### src/rtl/fetch_sequencer_if.sv
// Bus bundle between the fetch sequencer, instruction memory and fetch_phase.
// The master side is the sequencer; the slave side is its environment.
interface fetch_sequencer_if #(
    parameter int ADDR_W = 32
) ();
    logic              redirect;
    logic [ADDR_W-1:0] redirect_pc;
    logic              stall;
    logic              imem_en;
    logic [ADDR_W-1:0] imem_addr;
    logic [7:0]        imem_data;
    logic [7:0]        inst;
    logic [ADDR_W-1:0] pc;
    logic              inst_valid;
    logic              flush_out;

    modport master (
        input  redirect, redirect_pc, stall, imem_data,
        output imem_en, imem_addr, inst, pc, inst_valid, flush_out
    );

    modport slave (
        output redirect, redirect_pc, stall, imem_data,
        input  imem_en, imem_addr, inst, pc, inst_valid, flush_out
    );
endinterface

### src/rtl/fetch_sequencer.sv
// Byte-stream fetch sequencer: issues imem reads against a credit limit,
// tracks the fixed-latency returns, buffers them in a small FIFO and hands
// one {inst, pc} per cycle to fetch_phase. Redirects restart the stream and
// raise a registered flush pulse.
module fetch_sequencer #(
    parameter int              ADDR_W       = 32,
    parameter int              LOAD_LATENCY = 1,
    parameter int              FIFO_DEPTH   = LOAD_LATENCY + 2,
    parameter logic [ADDR_W-1:0] RESET_PC   = '0
) (
    input  logic             clk,
    input  logic             rst,
    fetch_sequencer_if.master bus
);
    localparam int PTR_W = (FIFO_DEPTH > 1) ? $clog2(FIFO_DEPTH) : 1;
    localparam int CNT_W = $clog2(FIFO_DEPTH + LOAD_LATENCY + 1);

    typedef enum logic [1:0] {S_BOOT, S_RUN, S_FLUSH} state_t;

    state_t            r_state;
    state_t            w_state_nxt;
    logic [ADDR_W-1:0] r_fetch_pc;
    logic              r_flush;

    // Returns in flight: valid bits are control, addresses are plain data.
    logic [LOAD_LATENCY-1:0] r_pipe_vld;
    logic [ADDR_W-1:0]       r_pipe_addr [LOAD_LATENCY];

    // Output buffer.
    logic [7:0]        r_fifo_data [FIFO_DEPTH];
    logic [ADDR_W-1:0] r_fifo_addr [FIFO_DEPTH];
    logic [PTR_W-1:0]  r_wptr;
    logic [PTR_W-1:0]  r_rptr;
    logic [CNT_W-1:0]  r_count;

    logic [CNT_W-1:0]  w_inflight;
    logic              w_issue;
    logic              w_push;
    logic              w_pop;
    logic              w_valid;

    function automatic logic [PTR_W-1:0] ptr_inc(input logic [PTR_W-1:0] p);
        if (p == PTR_W'(FIFO_DEPTH - 1)) return '0;
        return p + PTR_W'(1);
    endfunction

    // Count outstanding reads so the credit check covers bytes not yet landed.
    always_comb begin
        w_inflight = '0;
        for (int i = 0; i < LOAD_LATENCY; i++) begin
            w_inflight = w_inflight + CNT_W'(r_pipe_vld[i]);
        end
    end

    // Next state plus issue/accept decisions; redirect wins from any state.
    always_comb begin
        w_state_nxt = r_state;
        w_issue     = 1'b0;
        w_valid     = 1'b0;
        case (r_state)
            S_BOOT:  w_state_nxt = S_RUN;
            S_RUN: begin
                w_issue = ((r_count + w_inflight) < CNT_W'(FIFO_DEPTH));
                w_valid = (r_count != '0);
            end
            S_FLUSH: w_state_nxt = S_RUN;
            default: w_state_nxt = S_BOOT;
        endcase
        if (bus.redirect) w_state_nxt = S_FLUSH;
    end

    assign w_pop  = w_valid & ~bus.stall;
    assign w_push = r_pipe_vld[LOAD_LATENCY-1];

    // FSM state register.
    always_ff @(posedge clk) begin
        if (rst) r_state <= S_BOOT;
        else     r_state <= w_state_nxt;
    end

    // Control state: fetch pointer, in-flight valids, FIFO pointers, flush.
    always_ff @(posedge clk) begin
        if (rst) begin
            r_fetch_pc <= RESET_PC;
            r_pipe_vld <= '0;
            r_wptr     <= '0;
            r_rptr     <= '0;
            r_count    <= '0;
            r_flush    <= 1'b0;
        end else begin
            r_flush <= bus.redirect;
            if (bus.redirect) begin
                // Stale returns are dropped by clearing their valids.
                r_fetch_pc <= bus.redirect_pc;
                r_pipe_vld <= '0;
                r_wptr     <= '0;
                r_rptr     <= '0;
                r_count    <= '0;
            end else begin
                if (w_issue) r_fetch_pc <= r_fetch_pc + ADDR_W'(1);
                r_pipe_vld[0] <= w_issue;
                for (int i = 1; i < LOAD_LATENCY; i++) begin
                    r_pipe_vld[i] <= r_pipe_vld[i-1];
                end
                if (w_push) r_wptr <= ptr_inc(r_wptr);
                if (w_pop)  r_rptr <= ptr_inc(r_rptr);
                case ({w_push, w_pop})
                    2'b10:   r_count <= r_count + CNT_W'(1);
                    2'b01:   r_count <= r_count - CNT_W'(1);
                    default: r_count <= r_count;
                endcase
            end
        end
    end

    // Data path: request addresses ride the pipe; returns land at the tail.
    always_ff @(posedge clk) begin
        r_pipe_addr[0] <= r_fetch_pc;
        for (int i = 1; i < LOAD_LATENCY; i++) begin
            r_pipe_addr[i] <= r_pipe_addr[i-1];
        end
        if (w_push) begin
            r_fifo_data[r_wptr] <= bus.imem_data;
            r_fifo_addr[r_wptr] <= r_pipe_addr[LOAD_LATENCY-1];
        end
    end

    assign bus.imem_en    = w_issue;
    assign bus.imem_addr  = r_fetch_pc;
    assign bus.inst_valid = w_valid;
    assign bus.inst       = w_valid ? r_fifo_data[r_rptr] : 8'h00;
    assign bus.pc         = w_valid ? r_fifo_addr[r_rptr] : '0;
    assign bus.flush_out  = r_flush;

    a_no_overflow: assert property (@(posedge clk) disable iff (rst)
        !(w_push && !w_pop && !bus.redirect && (r_count == CNT_W'(FIFO_DEPTH))));
endmodule

### src/flat_wrapper.sv
// flat-port wrapper written by rule: the top's interface ports become plain ports
module fetch_sequencer_flat 
#(
    parameter int              ADDR_W       = 32,
    parameter int              LOAD_LATENCY = 1,
    parameter int              FIFO_DEPTH   = LOAD_LATENCY + 2,
    parameter logic [ADDR_W-1:0] RESET_PC   = '0
)
  (clk, rst, bus_redirect, bus_redirect_pc, bus_stall, bus_imem_data, bus_imem_en, bus_imem_addr, bus_inst, bus_pc, bus_inst_valid, bus_flush_out);
  fetch_sequencer_if #(.ADDR_W(ADDR_W)) bus_i ();
  input  logic clk;
  input  logic rst;
  input wire logic [$bits(bus_i.redirect)-1:0] bus_redirect;
  input wire logic [$bits(bus_i.redirect_pc)-1:0] bus_redirect_pc;
  input wire logic [$bits(bus_i.stall)-1:0] bus_stall;
  input wire logic [$bits(bus_i.imem_data)-1:0] bus_imem_data;
  output wire logic [$bits(bus_i.imem_en)-1:0] bus_imem_en;
  output wire logic [$bits(bus_i.imem_addr)-1:0] bus_imem_addr;
  output wire logic [$bits(bus_i.inst)-1:0] bus_inst;
  output wire logic [$bits(bus_i.pc)-1:0] bus_pc;
  output wire logic [$bits(bus_i.inst_valid)-1:0] bus_inst_valid;
  output wire logic [$bits(bus_i.flush_out)-1:0] bus_flush_out;
  assign bus_i.redirect = bus_redirect;
  assign bus_i.redirect_pc = bus_redirect_pc;
  assign bus_i.stall = bus_stall;
  assign bus_i.imem_data = bus_imem_data;
  assign bus_imem_en = bus_i.imem_en;
  assign bus_imem_addr = bus_i.imem_addr;
  assign bus_inst = bus_i.inst;
  assign bus_pc = bus_i.pc;
  assign bus_inst_valid = bus_i.inst_valid;
  assign bus_flush_out = bus_i.flush_out;
  fetch_sequencer #(.ADDR_W(ADDR_W), .LOAD_LATENCY(LOAD_LATENCY), .FIFO_DEPTH(FIFO_DEPTH), .RESET_PC(RESET_PC)) u_core (.clk(clk), .rst(rst), .bus(bus_i));
endmodule
### config.mk
export PLATFORM = sky130hd
export DESIGN_NAME = fetch_sequencer_flat
export DESIGN_NICKNAME = d
export VERILOG_FILES = /design/src/rtl/fetch_sequencer_if.sv /design/src/rtl/fetch_sequencer.sv /design/src/flat_wrapper.sv
export SDC_FILE = /design/constraint.sdc
export NUM_CORES = 1
export LEC_CHECK = 0
export BUFFER_PORTS_ARGS = -buffer_cell sky130_fd_sc_hd__buf_4
export CAP_MARGIN = 20
export CORE_MARGIN = 2
export CORE_UTILIZATION = 40
export CTS_BUF_LIST = sky130_fd_sc_hd__clkbuf_4
export DETAILED_ROUTE_END_ITERATION = 8
export SETUP_SLACK_MARGIN = 0.3
export SLEW_MARGIN = 20
export SYNTH_ARGS = -nofsm -noshare
export SYNTH_HDL_FRONTEND = slang
export SYNTH_SLANG_ARGS = --single-unit
export TNS_END_PERCENT = 100
### constraint.sdc
create_clock -name clk -period 5.39 [get_ports clk]
set_input_delay 0.8085 -clock clk [delete_from_list [all_inputs] [get_ports clk]]
set_output_delay 0.8085 -clock clk [all_outputs]
set_load 0.005 [all_outputs]
==> results by group, run 1 <==
Logic synthesis
  – Post-synth cell types: 44
  – Cell area after synthesis: approximately 7800 um2
  – Synth area leader: edfxtp_1
  – Syn_nets: approximately 670
  – Sequential cell area fraction in the yosys report: 66.3%
  – Synth Register Bits: 197
  – Synth Area in XOR/XNOR: 3.48%
  – Main combinational cell family by area after synthesis: simple AND/OR/NAND/NOR gates
  – Mean area per synthesized cell: 12.6 um2
  – Most common cell in the netlist: edfxtp_1
  – Main flop type after synthesis: edfxtp_1
  – Synth top cells by count: 120 x edfxtp_1, 107 x nor2_1, 77 x dfxtp_1, 50 x a21oi_1, 41 x mux2i_1
  – Mapped Cells: ~620
  – Post-synth EDFFs: 120
  – Post-synth ARST share: 0%
  – Yosys warns: 0
  – Post-synthesis compound-gate area fraction: 7.42%
  – Synth Area in Simple Gates: 14.0%
  – Multiplexer area fraction after synthesis: around 5.3%
  – Synth Area in Adders: less than 1%
  – Share of the synthesized area in the top cell type: a little under half
  – Synth top area cells: edfxtp_1 46%, dfxtp_1 20%, mux2i_1 5.3%, nor2_1 5.2%, a21oi_1 3.2%

Placement
  – Placed cell area: 8900 um2
  – Hpwl dp: 11300 um
  – I/O Buffers: between 100 and 150
  – Placer Congestion: about 0.76

Timing
  – Slew Limit Fails: 0
  – Setup tns final: 0 ns
  – Slew headroom: between 40% and 50%
  – Max Clk Rate: around 280 MHz
  – Setup violations, final: 0
  – Tcrit/Tclk final: 66.0%
  – Hold WS: approximately 0.4 ns
  – Fin. Hold Viols: 0
  – Final Critical Period: around 3.6 ns
  – RSZ-0062 raised after global routing: false
  – Clock skew after layout: ~0.020 ns
  – Slew @ Worst Pin: approximately 0.83 ns

Clock tree
  – Clock Sinks: between 150 and 200
  – CTS buffer count: 17
  – Post-CTS Setup Inserts: 0
  – Post-cts sizing count: 0
  – CTS root buffer: clkbuf_4
  – Clk_lat worst skew: ~0.59 ns
  – CTS tree: yes
  – Clock Tree Buf Depth: 2
  – Htree depth: 4
  – Clk pin slew, worst setup/hold paths: 0.15 ns
  – Hold Buf Count CTS: 0

Critical path
  – Delay-heaviest family, CP: simple AND/OR/NAND/NOR gates
  – Req. time, crit path: about 4.6 ns
  – Setup Crit Path Kind: flop to output port
  – Worst-path cell with the longest stage delay: nand3_2
  – Crit path buf inv count: 2
  – Worst setup SP type: flop
  – Most used cell along the critical path: ha_1
  – Cells along the critical path: ha_1 > ha_1 > xnor2_2 > nand3_2 > inv_1 > buf_4
  – Crit path arrival time: between 2 and 3 ns
  – Crit-path max cell delay: approximately 0.65 ns
  – Setup crit end kind: output port
  – Crit-path max FO: 30
  – R2r setup slk: roughly 2.6 ns

Drt
  – Via density per instance: around 5.1
  – DRC: 0
  – Final wirelength: 17600 um
  – DRT Pass-1 Iters: 4
  – Via count: between 5000 and 6000
  – Final ANT Viol Nets: 0
  – DR iter-0 viols: about 300
  – WL per Instance: 17.6 um

Worst hold path
  – Class of the worst hold path: input port to flop

Floorplanning
  – Initial Utilization: between 40 and 50%
  – Die Width: 143 um
  – I/O pins: roughly 120
  – Die Y: roughly 140 um
  – Core Box Area: around 19000 um2
  – # rows: 50
  – Die area: between 20000 and 25000 um2

Status
  – Outcome: finished clean

Final layout
  – Number of fill cells: ~1700
  – Layout area overhead: 18.5%
  – Nets@finish: approximately 780
  – Share of cells above drive strength 1: about a quarter
  – Area of the multi-input gates: roughly 2500 um2
  – Sequential Area: between 5000 and 6000 um2
  – Final instance area: 9190 um2

Global route
  – First-pass GRT wire length: approximately 27000 um
  – Initial antenna violation count: 1
  – Largest net degree at the start of global routing: 59
  – Vias in the first global route: ~5000
  – Grt ovf: 0
  – GRT Util Overall: between 10% and 20%

Power
  – Power per cell area: 281 nW/um2
  – Worst IR drop on VDD: roughly 0.12 mV
  – Leakage: between 0.003 and 0.004 uW
  – Total Power: approximately 2600 uW

Flow run
  – Max-cap viol count: 0
==> cell families (layout without fill, tap and decap cells) <==
logic type,after synthesis,in the layout
other cells,0,1
xor+xnor,30,30
buf+inv,45,168
compound gates,98,98
fa+ha+maj,5,5
mux,41,41
simple gates,201,201
flops,197,197
==> worst reg2reg max path: cells and delay by family, from the launching register on <==
kind                       cells  cell delay (ns)
adders and majority gates      2             0.43
and+or+nand+nor                2             0.45
DFF                            1             0.41
xor gates and xnor gates       1             0.08
buffers and inverters          2             0.55
AOI/OAI and AO/OA              2             0.86
==> cells in the final DEF, fill, tap and decap left out, types with 3 or more instances in the layout <==
| cell type | count |
|---|---|
| and2_1 | 9 |
| nand4_4 | 3 |
| clkinv_1 | 3 |
| a211oi_1 | 11 |
| a31oi_1 | 10 |
| or3_1 | 4 |
| clkbuf_4 | 17 |
| nor4_2 | 11 |
| ha_1 | 4 |
| and3_1 | 3 |
| nor2_1 | 107 |
| nand2_1 | 24 |
| xnor2_1 | 24 |
| nand4_1 | 6 |
| nor3_2 | 4 |
| a311oi_1 | 3 |
| o22ai_1 | 9 |
| a21oi_1 | 50 |
| inv_1 | 11 |
| xor2_1 | 5 |
| nor3_1 | 6 |
| and4_1 | 3 |
| o21ai_0 | 8 |
| nand3_1 | 10 |
| inv_6 | 4 |
| buf_4 | 125 |
| mux2i_1 | 41 |
| edfxtp_1 | 120 |
| dfxtp_1 | 75 |
==> layer usage <==
| layer | vias up | GRT usage (%) | routed length [um] |
|---|---|---|---|
| met5 | - | 0 | 0 |
| met1 | 2458 | 22.8 | 7940 |
| met4 | 0 | 5.21 | 269 |
| met2 | 133 | 29.2 | 8540 |
| met3 | 20 | 4.56 | 861 |
| li1 | 2460 | - | - |
==> final cells by class <==
| class | instances | area share (%) |
|---|---|---|
| inverters | 11 | 0.449 |
| repair buffers | 125 | 10.2 |
| well taps | 260 | 3.54 |
| clock buffers | 17 | 1.39 |
| multi-input cells | 375 | 26.7 |
| flip-flops and latches | 197 | 56.0 |
| clock inverters | 15 | 1.66 |
| diodes | 1 | 0.0272 |
==> flip-flops by register name (all words and copies together) (netlist names), named ones only <==
register / cells
u_core.r_rptr: 2
u_core.r_state: 2
u_core.bus.flush_out: 1
u_core.r_fifo_data: 24
u_core.r_pipe_addr: 32
u_core.r_fifo_addr: 96
u_core.r_count: 3
u_core.r_pipe_vld: 1
u_core.bus.imem_addr: 32
u_core.r_wptr: 2
==> worst paths after layout <==
path / start / endpoint / cells past startpoint
worst min register to register: u_core.bus.imem_addr[30] / u_core.r_pipe_addr[0][30] / 0
worst min-delay path: bus_imem_data[3] / u_core.r_fifo_data[1][3] / 1
worst max-delay path: u_core.r_count[0] / bus_imem_en / 6
worst max register to register: u_core.r_count[2] / u_core.r_count[2] / 9
==> metrics by stage <==
step	utilization [%]	worst slack [ns]	std cells
after floorplan	-	1.47	617
after detailed placement	47.1	2.49	968
after global routing	48.6	1.68	1001
final	48.6	1.83	1001
after CTS	48.6	1.80	1000
after global placement	47.1	2.56	968
==> power breakdown <==
group | total, uW | switching [uW] | leakage (uW) | internal, uW
Combinational | 129 | 62.0 | 0.00133 | 66.8
Clock | 771 | 491 | 0.000152 | 279
Sequential | 1680 | 44.5 | 0.00173 | 1640
Note: power is estimated with default switching activity, not from simulation.
==> run 2: changes to the inputs <==
Clock period 5.39 ns to 3.3 ns, I/O delays scaled along.
==> results by group, run 2 (same netlist as run 1, synthesis figures left out) <==
Drt
  – DR iter-0 viols: 272 (-9.9%)
  – Final ANT Viol Nets: 0 (unchanged)
  – Via count: 5032 (-0.77%)
  – WL per Instance: 17.1 um (-3.0%)
  – DRT Pass-1 Iters: 4 (unchanged)
  – Via density per instance: 5.02 (-0.97%)
  – Final wirelength: 17100 um (-2.8%)
  – DRC: 0 (unchanged)

Worst hold path
  – Class of the worst hold path: input port to flop
  – Hold depth: 1 (unchanged)
  – Hold wc startpoint: bus_imem_data[4]
  – Hold Path End: u_core.r_fifo_data[2][4]

Floorplanning
  – Die area: 20500 um2 (unchanged)
  – Core Box Area: 18900 um2 (unchanged)
  – Die Y: 143 um (unchanged)
  – I/O pins: 119 (unchanged)
  – Die Width: 143 um (unchanged)
  – Initial Utilization: 41.0% (unchanged)
  – # rows: 50 (unchanged)

Clock tree
  – Post-cts sizing count: 0 (unchanged)
  – Clk_lat worst skew: 0.58 ns (about the same)
  – Htree depth: 4 (unchanged)
  – CTS buffer count: 17 (unchanged)
  – Clk pin slew, worst setup/hold paths: 0.14 ns (about the same)
  – Clock Tree Buf Depth: 2 (unchanged)
  – Post-CTS Setup Inserts: 0 (unchanged)
  – Hold Buf Count CTS: 0 (unchanged)
  – CTS root buffer: clkbuf_4
  – CTS tree: yes
  – Clock Sinks: 197 (unchanged)

Critical path
  – R2r setup slk: 0.91 ns (-1.66 ns)
  – Crit-path max cell delay: 0.68 ns (+0.03 ns)
  – Most used cell along the critical path: nor2_1
  – Reg2reg start: u_core.r_count[0]
  – Crit path arrival time: 2.24 ns (-0.51 ns)
  – Crit-path max FO: 27 (-10%)
  – Worst reg-to-reg path cell count: 8 (-1)
  – Setup Crit Path Kind: flop to output port
  – Cells along the critical path: buf_12 > mux2i_1 > nor2_1 > a21oi_1 > nor2_1 > buf_4
  – Worst-path cell with the longest stage delay: dfxtp_2
  – Worst setup SP type: flop
  – Setup crit end kind: output port
  – Critical R2R Capture: u_core.bus.imem_addr[30]
  – Req. time, crit path: 2.80 ns (-1.78 ns)

Timing
  – Slew headroom: 43.4% (-1.2 points)
  – Tcrit/Tclk final: 82.8%
  – Setup violations, final: 0 (unchanged)
  – Final Critical Period: between 2 and 3 ns
  – Hold WS: 0.0984 ns (-0.300 ns)
  – Fin. Hold Viols: 0 (unchanged)
  – Slew @ Worst Pin: 0.848 ns (+0.0185 ns)
  – RSZ-0062 raised after global routing: false
  – Clock skew after layout: 0.0161 ns (-0.00348 ns)
  – Setup tns final: 0 ns (unchanged)
  – Max Clk Rate: roughly 370 MHz
  – Slew Limit Fails: 0 (unchanged)

Final layout
  – Largest reg by FF count: u_core.r_fifo_addr
  – Nets@finish: 778 (+0.26%)
  – Layout area overhead: 20.3%
  – Commonest non-fill, non-tap cell in the layout: buf_4
  – Share of cells above drive strength 1: 25.7% (+0.61 points)
  – Final instance area: 9330 um2 (+1.5%)
  – Max FFs per register: 96 (unchanged)
  – Most frequent cells in the layout: 122 x buf_4, 120 x edfxtp_1, 107 x nor2_1, 75 x dfxtp_1, 50 x a21oi_1

Global route
  – Grt ovf: 0 (unchanged)
  – Largest net degree at the start of global routing: 81 (+37%)
  – First-pass GRT wire length: 26900 um (unchanged)
  – Initial antenna violation count: 1 (unchanged)
  – Vias in the first global route: 5161 (+3.0%)
  – GRT Util Overall: 17.3% (-0.28 points)

Placement
  – Placed cell area: 8990 um2 (+1.0%)
  – Hpwl dp: 11600 um (+2.2%)
  – I/O Buffers: 118 (unchanged)
  – Placer Congestion: 0.828 (+9.6%)

Status
  – Outcome: finished clean

Power
  – Power per cell area: 468 nW/um2 (+67%)
  – Total Power: 4360 uW (+69%)
  – Worst IR drop on VDD: 0.207 mV (+69%)
  – Leakage: 0.00327 uW (+1.6%)

Flow run
  – Max-cap viol count: 0 (unchanged)
run 2: area by class of cell:
type | count | area (um2)
diodes | 1 | 2.50
clock buffers | 17 | 128
clock inverters | 15 | 201
fillers | 1741 | 9570
inverters | 11 | 41.3
multi-input cells | 375 | 2470
flip-flops and latches | 197 | 5150
well taps | 260 | 325
repair buffers | 127 | 1020
run 2: critical path, delay by kind of cell, from the launching register on:
family	cells	cell delay (ns)
AOI/OAI and AO/OA	1	0.17
buffers and inverters	2	0.45
DFF	1	0.68
muxes	1	0.21
and+or+nand+nor	2	0.13
run 2: metal layers:
layer  share of wire [%]  wire length (um)  track usage (%)  up-vias
met5                   0                 0                0        -
met4                 1.6               279             6.91        0
met3                 4.0               688             3.72       20
met2                  49              8430             28.9      107
met1                  45              7720             22.1     2444
li1                    -                 -                -     2461
run 2: stage by stage:
step	util [%]	std cells	setup slack, ns
2_1_floorplan	-	617	0.807
3_3_place_gp	47.6	970	0.904
3_5_place_dp	47.6	970	0.813
4_1_cts	49.3	1002	0.451
5_1_grt	49.4	1003	0.379
6_report	49.4	1003	0.567
run 2: how the worst max path moves through the flow:
stage,endpoint,start,slack (ns),cells past startpoint
final,bus_pc[30],flop,0.57,6
after global placement,u_core.bus.imem_addr[30],u_core.r_count[0],0.90,8
after floorplan,u_core.r_fifo_addr[1][0],u_core.r_pipe_vld,0.81,2
after detailed placement,u_core.bus.imem_addr[30],u_core.r_count[0],0.81,8
after global routing,bus_pc[30],flop,0.38,6
after CTS,bus_imem_en,u_core.r_count[0],0.45,6
run 2: power breakdown:
| group | switching (uW) | internal (uW) | total (uW) |
|---|---|---|---|
| combinational | 101 | 112 | 213 |
| clock | 798 | 610 | 1410 |
| sequential | 72.7 | 2670 | 2740 |
